<file path="config.mk">
export PLATFORM = sky130hd
export DESIGN_NAME = conv_sequencer
export DESIGN_NICKNAME = d
export VERILOG_FILES = /design/src/rtl/conv_sequencer.sv
export SDC_FILE = /design/constraint.sdc
export NUM_CORES = 1
export LEC_CHECK = 0
export BUFFER_PORTS_ARGS = -buffer_cell sky130_fd_sc_hd__clkbuf_2
export CORE_MARGIN = 2
export CORE_UTILIZATION = 30
export CTS_CLUSTER_SIZE = 30
export DETAILED_ROUTE_END_ITERATION = 6
export PLACE_DENSITY = 0.59
export SLEW_MARGIN = 20
export SYNTH_ARGS = -nofsm -noshare
export SYNTH_HDL_FRONTEND = slang
export SYNTH_SLANG_ARGS = --single-unit
</file>
<file path="constraint.sdc">
create_clock -name clk -period 8.7 [get_ports clk]
set_input_delay 1.74 -clock clk [delete_from_list [all_inputs] [get_ports clk]]
set_output_delay 1.74 -clock clk [all_outputs]
set_load 0.05 [all_outputs]
</file>
<file path="src/rtl/conv_sequencer.sv">
// Raster-order controller for the load/shift/convolve datapath: handshakes each
// unit in turn and writes every 16-bit convolution result to a result RAM.
module conv_sequencer #(
   parameter int IMAGE_WIDTH  = 128,
   parameter int IMAGE_HEIGHT = 128,
   parameter int FILTER_SIZE  = 3,
   parameter int OUT_W        = IMAGE_WIDTH - FILTER_SIZE + 1,
   parameter int OUT_H        = IMAGE_HEIGHT - FILTER_SIZE + 1,
   parameter int CNT_W        = 8,
   parameter int ADDR_W       = 14
) (
   input  logic              clk,
   input  logic              rst,
   input  logic              start,
   input  logic              abort,
   output logic              busy,
   output logic              done,
   output logic              load_req,
   output logic [CNT_W-1:0]  load_row,
   input  logic              load_ack,
   output logic              shift_req,
   output logic [CNT_W-1:0]  shift_col,
   input  logic              shift_ack,
   output logic              conv_req,
   input  logic              conv_ack,
   input  logic [15:0]       conv_result,
   output logic              wr_en,
   output logic [ADDR_W-1:0] wr_addr,
   output logic [15:0]       wr_data,
   input  logic              wr_ready,
   output logic [CNT_W-1:0]  out_row,
   output logic [CNT_W-1:0]  out_col
);

   localparam logic [CNT_W-1:0] LAST_COL = CNT_W'(OUT_W - 1);
   localparam logic [CNT_W-1:0] LAST_ROW = CNT_W'(OUT_H - 1);

   typedef enum logic [2:0] {
      S_IDLE,
      S_LOAD,
      S_SHIFT,
      S_CONV,
      S_STORE,
      S_DONE
   } state_t;

   state_t              state_q, state_d;
   logic [CNT_W-1:0]    row_q, row_d;
   logic [CNT_W-1:0]    col_q, col_d;
   logic                busy_q, busy_d;
   logic                done_q, done_d;
   logic                load_req_q, load_req_d;
   logic                shift_req_q, shift_req_d;
   logic                conv_req_q, conv_req_d;
   logic                wr_en_q, wr_en_d;
   logic [ADDR_W-1:0]   wr_addr_q, wr_addr_d;
   logic [15:0]         wr_data_q, wr_data_d;

   // Each req is asserted on entry to its state and dropped on the accepting edge,
   // so an ack seen outside that window can never advance the sequence.
   always_comb begin
      state_d     = state_q;
      row_d       = row_q;
      col_d       = col_q;
      busy_d      = busy_q;
      done_d      = 1'b0;
      load_req_d  = load_req_q;
      shift_req_d = shift_req_q;
      conv_req_d  = conv_req_q;
      wr_en_d     = wr_en_q;
      wr_addr_d   = wr_addr_q;
      wr_data_d   = wr_data_q;

      case (state_q)
         S_IDLE: begin
            if (start && !abort) begin
               state_d    = S_LOAD;
               row_d      = '0;
               col_d      = '0;
               busy_d     = 1'b1;
               load_req_d = 1'b1;
            end
         end
         S_LOAD: begin
            if (load_ack) begin
               state_d     = S_SHIFT;
               load_req_d  = 1'b0;
               shift_req_d = 1'b1;
            end
         end
         S_SHIFT: begin
            if (shift_ack) begin
               state_d     = S_CONV;
               shift_req_d = 1'b0;
               conv_req_d  = 1'b1;
            end
         end
         S_CONV: begin
            if (conv_ack) begin
               state_d    = S_STORE;
               conv_req_d = 1'b0;
               wr_en_d    = 1'b1;
               wr_data_d  = conv_result;
               wr_addr_d  = ADDR_W'(row_q) * ADDR_W'(OUT_W) + ADDR_W'(col_q);
            end
         end
         S_STORE: begin
            if (wr_ready) begin
               wr_en_d = 1'b0;
               if (col_q != LAST_COL) begin
                  state_d     = S_SHIFT;
                  col_d       = col_q + 1'b1;
                  shift_req_d = 1'b1;
               end else if (row_q != LAST_ROW) begin
                  state_d    = S_LOAD;
                  row_d      = row_q + 1'b1;
                  col_d      = '0;
                  load_req_d = 1'b1;
               end else begin
                  state_d = S_DONE;
                  done_d  = 1'b1;
                  busy_d  = 1'b0;
               end
            end
         end
         S_DONE: begin
            state_d = S_IDLE;
         end
         default: begin
            state_d = S_IDLE;
         end
      endcase

      // Abort outranks any ack in the same cycle.
      if (abort && (state_q != S_IDLE)) begin
         state_d     = S_IDLE;
         row_d       = '0;
         col_d       = '0;
         busy_d      = 1'b0;
         done_d      = 1'b0;
         load_req_d  = 1'b0;
         shift_req_d = 1'b0;
         conv_req_d  = 1'b0;
         wr_en_d     = 1'b0;
      end
   end

   always_ff @(posedge clk) begin
      if (!rst) begin
         state_q     <= S_IDLE;
         row_q       <= '0;
         col_q       <= '0;
         busy_q      <= 1'b0;
         done_q      <= 1'b0;
         load_req_q  <= 1'b0;
         shift_req_q <= 1'b0;
         conv_req_q  <= 1'b0;
         wr_en_q     <= 1'b0;
         wr_addr_q   <= '0;
         wr_data_q   <= '0;
      end else begin
         state_q     <= state_d;
         row_q       <= row_d;
         col_q       <= col_d;
         busy_q      <= busy_d;
         done_q      <= done_d;
         load_req_q  <= load_req_d;
         shift_req_q <= shift_req_d;
         conv_req_q  <= conv_req_d;
         wr_en_q     <= wr_en_d;
         wr_addr_q   <= wr_addr_d;
         wr_data_q   <= wr_data_d;
      end
   end

   assign busy      = busy_q;
   assign done      = done_q;
   assign load_req  = load_req_q;
   assign load_row  = row_q;
   assign shift_req = shift_req_q;
   assign shift_col = col_q;
   assign conv_req  = conv_req_q;
   assign wr_en     = wr_en_q;
   assign wr_addr   = wr_addr_q;
   assign wr_data   = wr_data_q;
   assign out_row   = row_q;
   assign out_col   = col_q;

endmodule
</file>
; Yosys cells after proc, flatten, opt, wreduce, memory -nomap -nowiden
; Index checks and enable logic that the tools add are counted.
[word_totals]
reg_bits = 55
in_bits = 24
output_inout_bits = 68
word_cells = 94
[op_classes]
add_sub_neg = 3
n_mul = 1
eq_ne = 16
muxes = 39
bitwise_logic = 3
reduce_logical = 21
[ops]
columns = op, count
row1 = two-way mux 8 bit, 7
row2 = one-hot mux 8 bit (2 select lines), 2
row3 = two-way mux 3 bit, 7
row4 = AND reduction 5 bit, 4
row5 = "!= test 2 bit, second input constant", 9
row6 = two-way mux 1 bit, 17
row7 = "adder 8 x 1 -> 8 bit, second input constant", 2
row8 = "!= test 8 x 7 -> 1 bit, second input constant", 2
row9 = one-hot mux 3 bit (5 select lines), 1
row10 = adder 14 x 8 -> 14 bit, 1
row11 = "multiplier 8 x 6 -> 13 bit, second input constant", 1
row12 = nonzero test 3 bit, 3
row13 = "== test 3 x 2 -> 1 bit, second input constant", 2
row14 = one-hot mux 1 bit (2 select lines), 3
row15 = one-hot mux 1 bit (3 select lines), 2
row16 = AND reduction 3 bit, 2
row17 = AND reduction 6 bit, 1
row18 = nonzero test 2 bit, 3
row19 = OR reduction 5 bit, 1
row20 = AND reduction 4 bit, 1
row21 = "== test 3 x 1 -> 1 bit, second input constant", 1
row22 = "== test 3 bit, second input constant", 1
row23 = logical NOT 3 bit, 1
row24 = "!= test 3 bit, second input constant", 1
row25 = other kinds (5), 8

; Longest topological paths before layout
; Gate-level depths: netlist (run 1).
[depth]
ltp_word = 5
depth_mapped = 19
depth_no_buf = 19

; Worst setup path after synthesis (run 1)
; No wires, ideal clock.
[synth_timing]
path_kind = reg2reg
from = register row_q[5], in the netlist load_row[5]
to = register wr_addr_q[10], in the netlist wr_addr[10]
setup_ns = 0.116
t_arrival_ns = 4.621
required_ns = 8.584
setup_slack_ns = 3.963
path_stages_with_launch = 17
path_buffers = 0
period_less_slack_ns = 4.737
path_cell_list = dfxtp_1 -> inv_1 -> fa_1 -> fa_1 -> fa_1 -> inv_1 -> ha_1 -> a21oi_1 -> xnor2_1 -> ha_1 -> or3_1 -> or2_2 -> o221ai_1 -> nor3_1 -> xnor2_1 -> nand2_1 -> o211a_1
[synth_via]
elab_chain_cells = 2
[synth_rtl]
columns = item, line
row1 = "start, declared", 48  ; logic [CNT_W-1:0] row_q, row_d;
row2 = "start signal, assigned", 163  ; row_q <= row_d;
row3 = multiplier 8 x 6 -> 13 bit, 104  ; wr_addr_d = ADDR_W'(row_q) * ADDR_W'(OUT_W) + ADDR_W'(col_q);
row4 = adder 14 x 8 -> 14 bit, 104
row5 = "end signal, assigned", 171  ; wr_addr_q <= wr_addr_d;
row6 = "end, declared", 56  ; logic [ADDR_W-1:0] wr_addr_q, wr_addr_d;
; Every way passes these cells.
; A chain may end at the register's enable or synchronous reset.

; Worst setup path in the final report (run 1)
; Ends and elaborated chain as after synthesis.

==> reports/qor.yml, run 1 <==
logic_synthesis:
  synth_cell_type_count: 48
  simple_gate_share_of_the_synthesized_area_pct: 17.8
  yosys.area_share.xor_xnor_pct: 7.42
  synth_top_family_by_area: "adder cells"
  muxShareOfSynthArea_pct: 0.257
  synth_area_sq_um: 3900
  ys_dominant_reg_cell: "dfxtp_1"
  syn_avg_cell_area_sq_um: 8.64
  compound_cell_area_share_of_the_yosys_netlist_pct: 15.2
  synth_edf_count: 0
  synth.ff_latch_count: 55
  ys_seq_area_share_pct: 28.3
  ys_warn_count: 0
  syn-num-nets: 531
  yosys.area_share.adder_pct: 21.8
  synthCells: 451
  synth_async_sr_flop_share_pct: 0
timing:
  finalSetupViolations: 0
  fin_worst_skew_ns: 0.00502
  minimum_hold_slack_ns: 0.465
  setup_slack_ns: 4.08
  tightest_slew_ns: 0.532
  max_freq_mhz: 216
  final_max_slew_viol_count: 0
  setup_repair_after_global_routing_missed_its_margin: "false"
  worst_slew_margin_rel_pct: 64.5
  setup_tns_ns: 0
  finalWorstPathRequiredPeriod_ns: 4.62
  timing.final.hold_violations: 0
  timing.final.crit_share_pct: 53.2
detailed_routing:
  postRouteWirelength_mm: 8.61
  wl_met2_mm: 4.12
  highest_layer: "met4"
  wire_per_inst_microns: 12.4
  firstDrtPassIters: 4
  detailedRoute.firstIterationViolations: 140
  drt.antenna.violating_nets: 0
  drc: 0
  dr_wl_met3_microns: 344
  vias: 3141
  drt-vias-per-instance: 4.53
  route.layer.met1.wl_mm: 4.07
die:
  fp.dieArea_sq_um: 13900
  die_h_microns: 118
  dieWidth_microns: 118
  start_util_pct: 30.7
  num_io_pins: 92
  placement_rows: 41
  core_sq_um: 12700
placement:
  gp_routability_congestion: 0.781
  port-buffer-count: 91
  place_worst_setup_slack_ns: 4.08
  dp_hpwl_mm: 6.81
power:
  pwr-share-clk_pct: 31.0
  switching_share_pct: 35.8
  power_frac_seq_pct: 39.1
  ir_worst_vdd_v: 0.0000840
  cellPowerDensity_nw_per_um2: 166
  power.internal_uw: 487
  static-leakage-power_nw: 2.25
  power.net_switching_uw: 272
  combinationalPowerShare_pct: 29.8
critical_path:
  max_fo_critical_path: 7
  critical_path_class: "flip-flop to flip-flop"
  destination_of_the_critical_timing_path: "wr_addr[10]$_SDFFE_PN0P_"
  arrival_ns: 4.82
  reg2reg_to: "wr_addr[10]$_SDFFE_PN0P_"
  crit_path_launch_type: "flip-flop"
  worstSetupEndpointType: "flip-flop"
  worst-r2r-cell-count: 16
  worst_ep_required_time_ns: 8.89
  setup.reg_to_reg.worst_slack_ns: 4.08
  critPathLaunch: "load_row[5]$_SDFFE_PP0P_"
  worstReg2RegStart: "load_row[5]$_SDFFE_PP0P_"
global_routing:
  grt_max_degree: 35
  grt_antenna_before_repair: 0
  wire_length_of_the_first_global_routing_pass_mm: 15.0
  globalRouteTotalUtil_pct: 13.1
  grt_pass1_vias: 3077
  globalRoute.totalOverflow: 0
clock_tree:
  clockBufferDepth: 2
  cts_max_level: 2
  cts_inserted_buffers: 5
  clk_latency_worst_skew_pair_ns: 0.29
  post_cts_resize_count: 0
  clock_tree_from_tritoncts: "built"
  post_cts_hold_buffer_count: 0
  clock_sink_count: 55
  cts_post_setup_buffers_inserted: 0
  clockRootBuffer: "clkbuf_16"
  clock_transition_at_the_registers_of_the_reported_paths_ns: 0.07
status:
  status: "completed"
cells_and_area:
  antennaDiodeCount: 0
  layout.filler_cells: 1337
  seqCellArea_sq_um: 1100
  final_core_utilization_pct: 36.1
  finalNetCount: 601
  layout-drive-gt1-share_pct: 22.0
  multi_input_comb_area_sq_um: 2430
  synthToLayoutAreaGrowth_pct: 17.5
hold_path:
  min-delay-path-class: "flip-flop to flip-flop"
flow_run:
  cap_viol_max_count: 0
-- critical path, cell delays in order, from the launching register on --
cell	delay, ns
dfxtp_1	0.50
inv_1	0.17
fa_1	0.51
fa_1	0.53
fa_1	0.55
inv_1	0.04
ha_1	0.33
a21oi_1	0.18
xnor2_1	0.09
ha_1	0.19
or3_1	0.40
or2_2	0.29
o221ai_1	0.23
nor3_1	0.13
xnor2_1	0.17
nand2_1	0.07
o211a_1	0.13
-- placed cells by master, fill, tap and decap left out, drive strengths merged, types with 2 or more instances in the layout --
| cell | count |
|---|---|
| a211oi | 6 |
| a21boi | 19 |
| a21o | 4 |
| a21oi | 16 |
| a31oi | 3 |
| and2 | 5 |
| and3 | 4 |
| and4 | 2 |
| buf | 3 |
| clkbuf | 97 |
| dfxtp | 55 |
| fa | 20 |
| ha | 36 |
| inv | 47 |
| nand2 | 60 |
| nand2b | 7 |
| nand3 | 11 |
| nand4 | 4 |
| nor2 | 30 |
| nor2b | 4 |
| nor3 | 6 |
| o211a | 5 |
| o211ai | 3 |
| o21a | 3 |
| o21ai | 17 |
| o22ai | 2 |
| o31ai | 2 |
| or2 | 4 |
| xnor2 | 19 |
| xor2 | 14 |
-- logic make-up (layout without fill, tap and decap cells) --
family	count (synthesis)	after routing
AO/OA/AOI/OAI	86	86
XOR/XNOR	33	33
adder cells (fa/ha/maj)	56	56
buffers and inverters	78	149
flip-flops	55	55
multiplexers	1	1
AND/OR/NAND/NOR	142	142
-- layout make-up --
type	count	share of cell area, %
Inverter	47	3.85
Multi-Input combinational cell	318	53.2
Timing Repair Buffer	94	10.4
Clock inverter	2	0.765
Sequential cell	55	24.1
Tap cell	172	4.70
Clock buffer	6	3.03
-- power by group through the flow --
stage / clock network, mW / logic, mW / registers [mW]
after floorplan: 0 / 0.143 / 0.340
after global placement: 0 / 0.226 / 0.302
after detailed placement: 0 / 0.227 / 0.303
after CTS: 0.246 / 0.228 / 0.297
after global routing: 0.257 / 0.254 / 0.302
final: 0.236 / 0.227 / 0.297
-- per-layer routing --
metal / vias up / track usage [%]
li1: 1606 / -
met1: 1466 / 17.5
met2: 64 / 21.5
met3: 5 / 2.62
met4: 0 / 3.39
met5: - / 0
-- cells in the mapped netlist (all sizes together), types with 7 or more instances --
| cell | instances | share of area, % |
|---|---|---|
| nand2 | 60 | 5.8 |
| dfxtp | 55 | 28 |
| inv | 47 | 4.5 |
| ha | 36 | 12 |
| nor2 | 30 | 2.9 |
| buf | 23 | 4.0 |
| fa | 20 | 10 |
| a21boi | 19 | 3.7 |
| xnor2 | 19 | 4.3 |
| o21ai | 17 | 2.2 |
| a21oi | 16 | 2.1 |
| xor2 | 14 | 3.1 |
| nand3 | 11 | 1.7 |
| clkbuf | 8 | 0.77 |
| nand2b | 7 | 1.1 |
-- registers in the layout, summed over array words and instances, names as in the netlist --
| name | count |
|---|---|
| shift_req | 1 |
| conv_req | 1 |
| wr_en | 1 |
| wr_data | 16 |
| state_q | 3 |
| out_col | 8 |
| busy | 1 |
| load_req | 1 |
| load_row | 8 |
| done | 1 |
| wr_addr | 14 |
-- metrics by stage --
stage	cells	cell area, sq um	power [mW]
6_report	694	4580	0.759
2_1_floorplan	451	3900	0.483
3_5_place_dp	686	4400	0.530
4_1_cts	694	4580	0.771
3_3_place_gp	686	4400	0.528
5_1_grt	694	4580	0.812
-- worst min-delay path by stage --
| stage | slack, ns | end | startpoint | cells after the start |
|---|---|---|---|---|
| floorplan | 0.51 | done$_SDFF_PP0_ | state_q[2]$_SDFFE_PP0P_ | 2 |
| detailed placement | 0.46 | wr_data[14]$_SDFFE_PN0P_ | wr_data[14]$_SDFFE_PN0P_ | 2 |
| global placement | 0.45 | wr_data[7]$_SDFFE_PN0P_ | wr_data[7]$_SDFFE_PN0P_ | 2 |
| finish | 0.47 | wr_data[14]$_SDFFE_PN0P_ | wr_data[14]$_SDFFE_PN0P_ | 2 |
| global route | 0.49 | wr_data[14]$_SDFFE_PN0P_ | wr_data[14]$_SDFFE_PN0P_ | 2 |
| CTS | 0.47 | wr_data[14]$_SDFFE_PN0P_ | wr_data[14]$_SDFFE_PN0P_ | 2 |
Power figures use the tool's default switching activity.
==> run 2, diff against run 1 <==
--- a/config.mk
+++ b/config.mk
@@ -10,7 +10,7 @@
 export CORE_UTILIZATION = 30
 export CTS_CLUSTER_SIZE = 30
 export DETAILED_ROUTE_END_ITERATION = 6
-export PLACE_DENSITY = 0.59
+export PLACE_DENSITY = 0.6
 export SLEW_MARGIN = 20
 export SYNTH_ARGS = -nofsm -noshare
 export SYNTH_HDL_FRONTEND = slang
==> constraint.sdc (replaced) <==
create_clock -name clk -period 4.1 [get_ports clk]
set_input_delay 0.82 -clock clk [delete_from_list [all_inputs] [get_ports clk]]
set_output_delay 0.82 -clock clk [all_outputs]
set_load 0.05 [all_outputs]
==> run 2 against run 1 <==
  * Final cell count up 3.9%
  * Die area did not move
  * Highest routed layer unchanged
  * Design area increased by 6.7%
  * Combinational power is 130% higher
  * Register-to-register slack worse by 4.0 ns
  * Non-clock buffer count up 27
  * Utilization up 2.4 points
  * Sequential cell count did not move
  * Clock skew rose by 0.0013 ns
  * Worst hold slack lost 0.00064 ns
  * Clock power is 77% higher
  * Sequential power grew 110%
==> reports/qor.yml, run 2 (synthesis gave the netlist of run 1 again) <==
global_routing:
  wire_length_of_the_first_global_routing_pass_mm: 15.3
  grt_pass1_vias: 3269
  grt_antenna_before_repair: 0
  globalRouteTotalUtil_pct: 13.1
  grt_max_degree: 32
  globalRoute.totalOverflow: 0
detailed_routing:
  drt-vias-per-instance: 4.55
  postRouteWirelength_mm: 8.81
  firstDrtPassIters: 4
  drt.antenna.violating_nets: 0
  detailedRoute.firstIterationViolations: 136
  drc: 0
  vias: 3279
  wire_per_inst_microns: 12.2
die:
  die_h_microns: 118
  num_io_pins: 92
  start_util_pct: 30.7
  fp.dieArea_sq_um: 13900
  placement_rows: 41
  core_sq_um: 12700
  dieWidth_microns: 118
status:
  status: "completed"
cells_and_area:
  synthToLayoutAreaGrowth_pct: 25.4
  final_common_cell: "clkbuf_2"
  layout.cells.most_common_list: "91 x clkbuf_2, 60 x nand2_1, 47 x dfxtp_1"
  antennaDiodeCount: 0
  finalNetCount: 628
  largest_reg_flops: 16
  layout-drive-gt1-share_pct: 29.9
timing:
  finalWorstPathRequiredPeriod_ns: 4.00
  finalSetupViolations: 0
  setup_repair_after_global_routing_missed_its_margin: "true"
  max_freq_mhz: 250
  setup_slack_ns: 0.0961
  tightest_slew_ns: 0.583
  timing.final.hold_violations: 0
  final_max_slew_viol_count: 0
  fin_worst_skew_ns: 0.00635
  worst_slew_margin_rel_pct: 61.0
  timing.final.crit_share_pct: 97.7
placement:
  place_worst_setup_slack_ns: -0.0444
  dp_hpwl_mm: 6.99
  port-buffer-count: 91
  gp_routability_congestion: 0.780
clock_tree:
  cts_inserted_buffers: 5
  clock_transition_at_the_registers_of_the_reported_paths_ns: 0.07
  clockBufferDepth: 2
  clock_tree_from_tritoncts: "built"
  clk_latency_worst_skew_pair_ns: 0.29
  clock_sink_count: 55
  cts_max_level: 2
  clockRootBuffer: "clkbuf_16"
power:
  ir_worst_vdd_v: 0.000137
  pwr-share-clk_pct: 26.9
  switching_share_pct: 37.4
  power.net_switching_uw: 581
  static-leakage-power_nw: 2.40
  power_frac_seq_pct: 40.2
  power.internal_uw: 973
  combinationalPowerShare_pct: 32.9
  power_mw: 1.55
  cellPowerDensity_nw_per_um2: 318
critical_path:
  worst_ep_required_time_ns: 4.28
  worstSetupEndpointType: "flip-flop"
  critical_path_class: "flip-flop to flip-flop"
  crit_path_launch_type: "flip-flop"
  arrival_ns: 4.19
  max_fo_critical_path: 4
hold_path:
  min-delay-path-class: "flip-flop to flip-flop"
flow_run:
  cap_viol_max_count: 0
-- run 2: cell types whose count changed in the layout (fill, tap and decap cells not counted), sizes merged --
cell    change
bufinv      -1
inv         +1
buf        +27
-- run 2: metal layers --
metal	share of wire [%]	track usage, %
met5	0	0
met1	45	16.6
met2	49	23.0
met3	4.8	2.52
met4	0.83	2.79
-- run 2: power by group through the flow --
| stage | Clock [mW] | Combinational, mW | Sequential (mW) |
|---|---|---|---|
| global route | 0.457 | 0.569 | 0.634 |
| finish | 0.418 | 0.512 | 0.624 |
| floorplan | 0 | 0.307 | 0.720 |
| detailed placement | 0 | 0.501 | 0.636 |
| global placement | 0 | 0.501 | 0.635 |
| CTS | 0.436 | 0.505 | 0.623 |
-- run 2: worst paths after layout --
check	start	depth (start not counted)	to	slack, ns
worst min-delay path	wr_data[7]$_SDFFE_PN0P_	2	wr_data[7]$_SDFFE_PN0P_	0.46
worst min register to register	wr_data[7]$_SDFFE_PN0P_	2	wr_data[7]$_SDFFE_PN0P_	0.46
worst max register to register	load_row[3]$_SDFFE_PP0P_	15	wr_addr[10]$_SDFFE_PN0P_	0.1
worst max-delay path	load_row[3]$_SDFFE_PP0P_	15	wr_addr[10]$_SDFFE_PN0P_	0.1
-- run 2: stage by stage --
step                      util, %  hold WS (ns)  TNS, ns  instance area, sq um  std cells
after floorplan                 -         0.509        0                  3960        451
after global placement       36.4         0.451        0                  4610        705
after detailed placement     36.4         0.460  -0.0795                  4610        705
after CTS                    37.8         0.471        0                  4780        716
after global routing         38.6         0.494   -0.310                  4890        721
final                        38.6         0.465        0                  4890        721
-- run 2: worst max-delay path, cell delays in order (launching register included) --
cell and delay, ns:
dfxtp_4 0.36, fa_1 0.52, ha_1 0.29, inv_1 0.04, fa_1 0.46, buf_4 0.16
fa_1 0.45, xnor2_1 0.14, ha_1 0.19, or3_4 0.39, or2_4 0.24, o221ai_4 0.19
nor3_4 0.06, xnor2_1 0.16, nand2_1 0.08, o211a_1 0.16
-- run 2: final cells by class --
cell class / count / area (sq um)
fill: 1310 / 7780
inverter: 47 / 181
tap: 172 / 215
clock buffer: 6 / 129
timing repair buffer: 121 / 684
sequential: 55 / 1130
multi-input combinational: 318 / 2540
clock inverter: 2 / 11.3
-- run 2: timing repair --
| item | CTS | global route |
|---|---|---|
| hold buffers | 0 | 0 |
| endpoints found under the setup margin | 2 | 6 |
| endpoints found under the hold margin | 0 | 0 |
| setup buffers | 3 | 5 |
| gates resized for setup | 2 | 12 |
| pin swaps | 6 | 15 |
==> run 3, diff against run 2 <==
--- a/config.mk
+++ b/config.mk
@@ -6,11 +6,13 @@
 export NUM_CORES = 1
 export LEC_CHECK = 0
 export BUFFER_PORTS_ARGS = -buffer_cell sky130_fd_sc_hd__clkbuf_2
-export CORE_MARGIN = 2
+export CELL_PAD_IN_SITES_DETAIL_PLACEMENT = 0
+export CELL_PAD_IN_SITES_GLOBAL_PLACEMENT = 1
 export CORE_UTILIZATION = 30
 export CTS_CLUSTER_SIZE = 30
 export DETAILED_ROUTE_END_ITERATION = 6
-export PLACE_DENSITY = 0.6
+export PLACE_DENSITY = 0.74
+export SETUP_SLACK_MARGIN = 0.4
 export SLEW_MARGIN = 20
 export SYNTH_ARGS = -nofsm -noshare
 export SYNTH_HDL_FRONTEND = slang
==> run 3 against run 2 <==
  * Clock power is 16% higher
  * Non-clock buffer count decreased by 7
  * Via count decreased by 1.5%
  * Sequential share of layout area shrank 0.086 points
  * Sequential cell count is the same
==> reports/qor.yml, run 3 (synthesis gave the netlist of run 1 again) <==
status:
  status: "completed"
cells_and_area:
  largest_reg_flops: 16
  antennaDiodeCount: 0
  multi_input_comb_area_sq_um: 2590
  layout.cells.most_common_list: "91 x clkbuf_2, 60 x nand2_1, 47 x dfxtp_1"
  seqCellArea_sq_um: 1130
  layout.filler_cells: 1314
  layout-drive-gt1-share_pct: 31.5
  final_common_cell: "clkbuf_2"
  synthToLayoutAreaGrowth_pct: 26.4
  final_core_utilization_pct: 39.0
  finalNetCount: 621
placement:
  gp_routability_congestion: 0.831
  dp_hpwl_mm: 6.73
  port-buffer-count: 91
  place_worst_setup_slack_ns: 0.0385
power:
  power_mw: 1.63
  cellPowerDensity_nw_per_um2: 330
  ir_worst_vdd_v: 0.000221
  power_frac_seq_pct: 38.4
  pwr-share-clk_pct: 29.7
  power.net_switching_uw: 591
  combinationalPowerShare_pct: 31.9
  switching_share_pct: 36.3
  power.internal_mw: 1.04
  static-leakage-power_nw: 2.37
global_routing:
  use_met1_pct: 16.8
  grt_busiest_layer: "met2"
  grt_antenna_before_repair: 0
  global_route.usage.met3_pct: 2.82
  globalRoute.totalOverflow: 0
  groute.layer.met2.usage_pct: 22.8
  grt_pass1_vias: 3062
  wire_length_of_the_first_global_routing_pass_mm: 14.2
  globalRouteTotalUtil_pct: 13.4
  grt_max_degree: 32
detailed_routing:
  firstDrtPassIters: 4
  drt.antenna.violating_nets: 0
  detailedRoute.firstIterationViolations: 162
  drc: 0
  postRouteWirelength_mm: 8.64
  wire_per_inst_microns: 12.1
  vias: 3231
  drt-vias-per-instance: 4.53
timing:
  max_freq_mhz: 255
  finalWorstPathRequiredPeriod_ns: 3.92
  worst_slew_margin_rel_pct: 59.9
  fin_worst_skew_ns: 0.00460
  setup_repair_after_global_routing_missed_its_margin: "true"
  setup_slack_ns: 0.182
  minimum_hold_slack_ns: 0.465
  finalSetupViolations: 0
  setup_tns_ns: 0
  tightest_slew_ns: 0.601
  final_max_slew_viol_count: 0
  timing.final.crit_share_pct: 95.6
  timing.final.hold_violations: 0
clock_tree:
  clockBufferDepth: 2
  clock_transition_at_the_registers_of_the_reported_paths_ns: 0.07
  cts_max_level: 2
  clockRootBuffer: "clkbuf_16"
  post_cts_hold_buffer_count: 0
  cts_inserted_buffers: 5
  clock_tree_from_tritoncts: "built"
  clock_sink_count: 55
  clk_latency_worst_skew_pair_ns: 0.29
critical_path:
  max_fo_critical_path: 3
  critical_path_class: "flip-flop to flip-flop"
  worst_ep_required_time_ns: 4.27
  critical-path-slowest-cell: "fa_2"
  crit_path_launch_type: "flip-flop"
  worstSetupEndpointType: "flip-flop"
  path_cells: "inv_4, fa_2, fa_1, fa_1, inv_2, ha_4, a21oi_4, xnor2_2, ha_4, or3_4, or2_4, o221ai_4, nor3_2, nand3_1, xor2_1, a21oi_1"
  arrival_ns: 4.08
  critical-path-max-stage-delay_ns: 0.60
hold_path:
  min-delay-path-class: "flip-flop to flip-flop"
flow_run:
  cap_viol_max_count: 0
die:
  placement_rows: 41
  dieWidth_microns: 116
  start_util_pct: 30.9
  num_io_pins: 92
  core_sq_um: 12600
  fp.dieArea_sq_um: 13400
  die_h_microns: 116
[run 3: critical path, delay by kind of cell (launching register included)]
kind	cells	cell delay, ns
AO/OA/AOI/OAI	3	0.30
XOR/XNOR	2	0.29
adder cells (fa/ha/maj)	5	1.97
buffers and inverters	2	0.09
flip-flops	1	0.38
AND/OR/NAND/NOR	4	0.76
[run 3: what timing repair did]
action                                  in CTS  in global routing
gates resized for setup                     13                 15
setup buffers                               14                  0
pin swaps                                   21                 13
endpoints found under the setup margin       7                  7
[run 3: layer usage]
metal	wire length, microns	share of wire (%)
met5	0	0
met4	106	1.2
met3	402	4.7
met2	4030	47
met1	4100	47
[run 3: path summary, 6_finish.rpt]
path         depth (start not counted)                     start  slack, ns                       end
min                                  2   wr_addr[1]$_SDFFE_PN0P_       0.47   wr_addr[1]$_SDFFE_PN0P_
min reg2reg                          2   wr_addr[1]$_SDFFE_PN0P_       0.47   wr_addr[1]$_SDFFE_PN0P_
max reg2reg                         16  load_row[1]$_SDFFE_PP0P_       0.18  wr_addr[12]$_SDFFE_PN0P_
max                                 16  load_row[1]$_SDFFE_PP0P_       0.18  wr_addr[12]$_SDFFE_PN0P_
[run 3: power groups by stage]
stage,Sequential (mW),Clock [mW],Combinational [mW]
3_3_place_gp,0.637,0,0.494
6_report,0.625,0.484,0.519
5_1_grt,0.632,0.522,0.576
2_1_floorplan,0.719,0,0.308
3_5_place_dp,0.637,0,0.500
4_1_cts,0.624,0.501,0.513
[run 3: final cells by class]
cell class,instances,area share [%]
clock buffer,6,2.62
multi-input combinational,318,52.7
sequential,55,23.0
clock inverter,2,0.787
timing repair buffer,114,12.9
inverter,47,3.68
tap,172,4.37
[run 3: through the flow]
step	cell area [sq um]	instances
detailed placement	4540	692
CTS	4860	714
global placement	4540	692
global route	4930	714
floorplan	3990	451
finish	4930	714
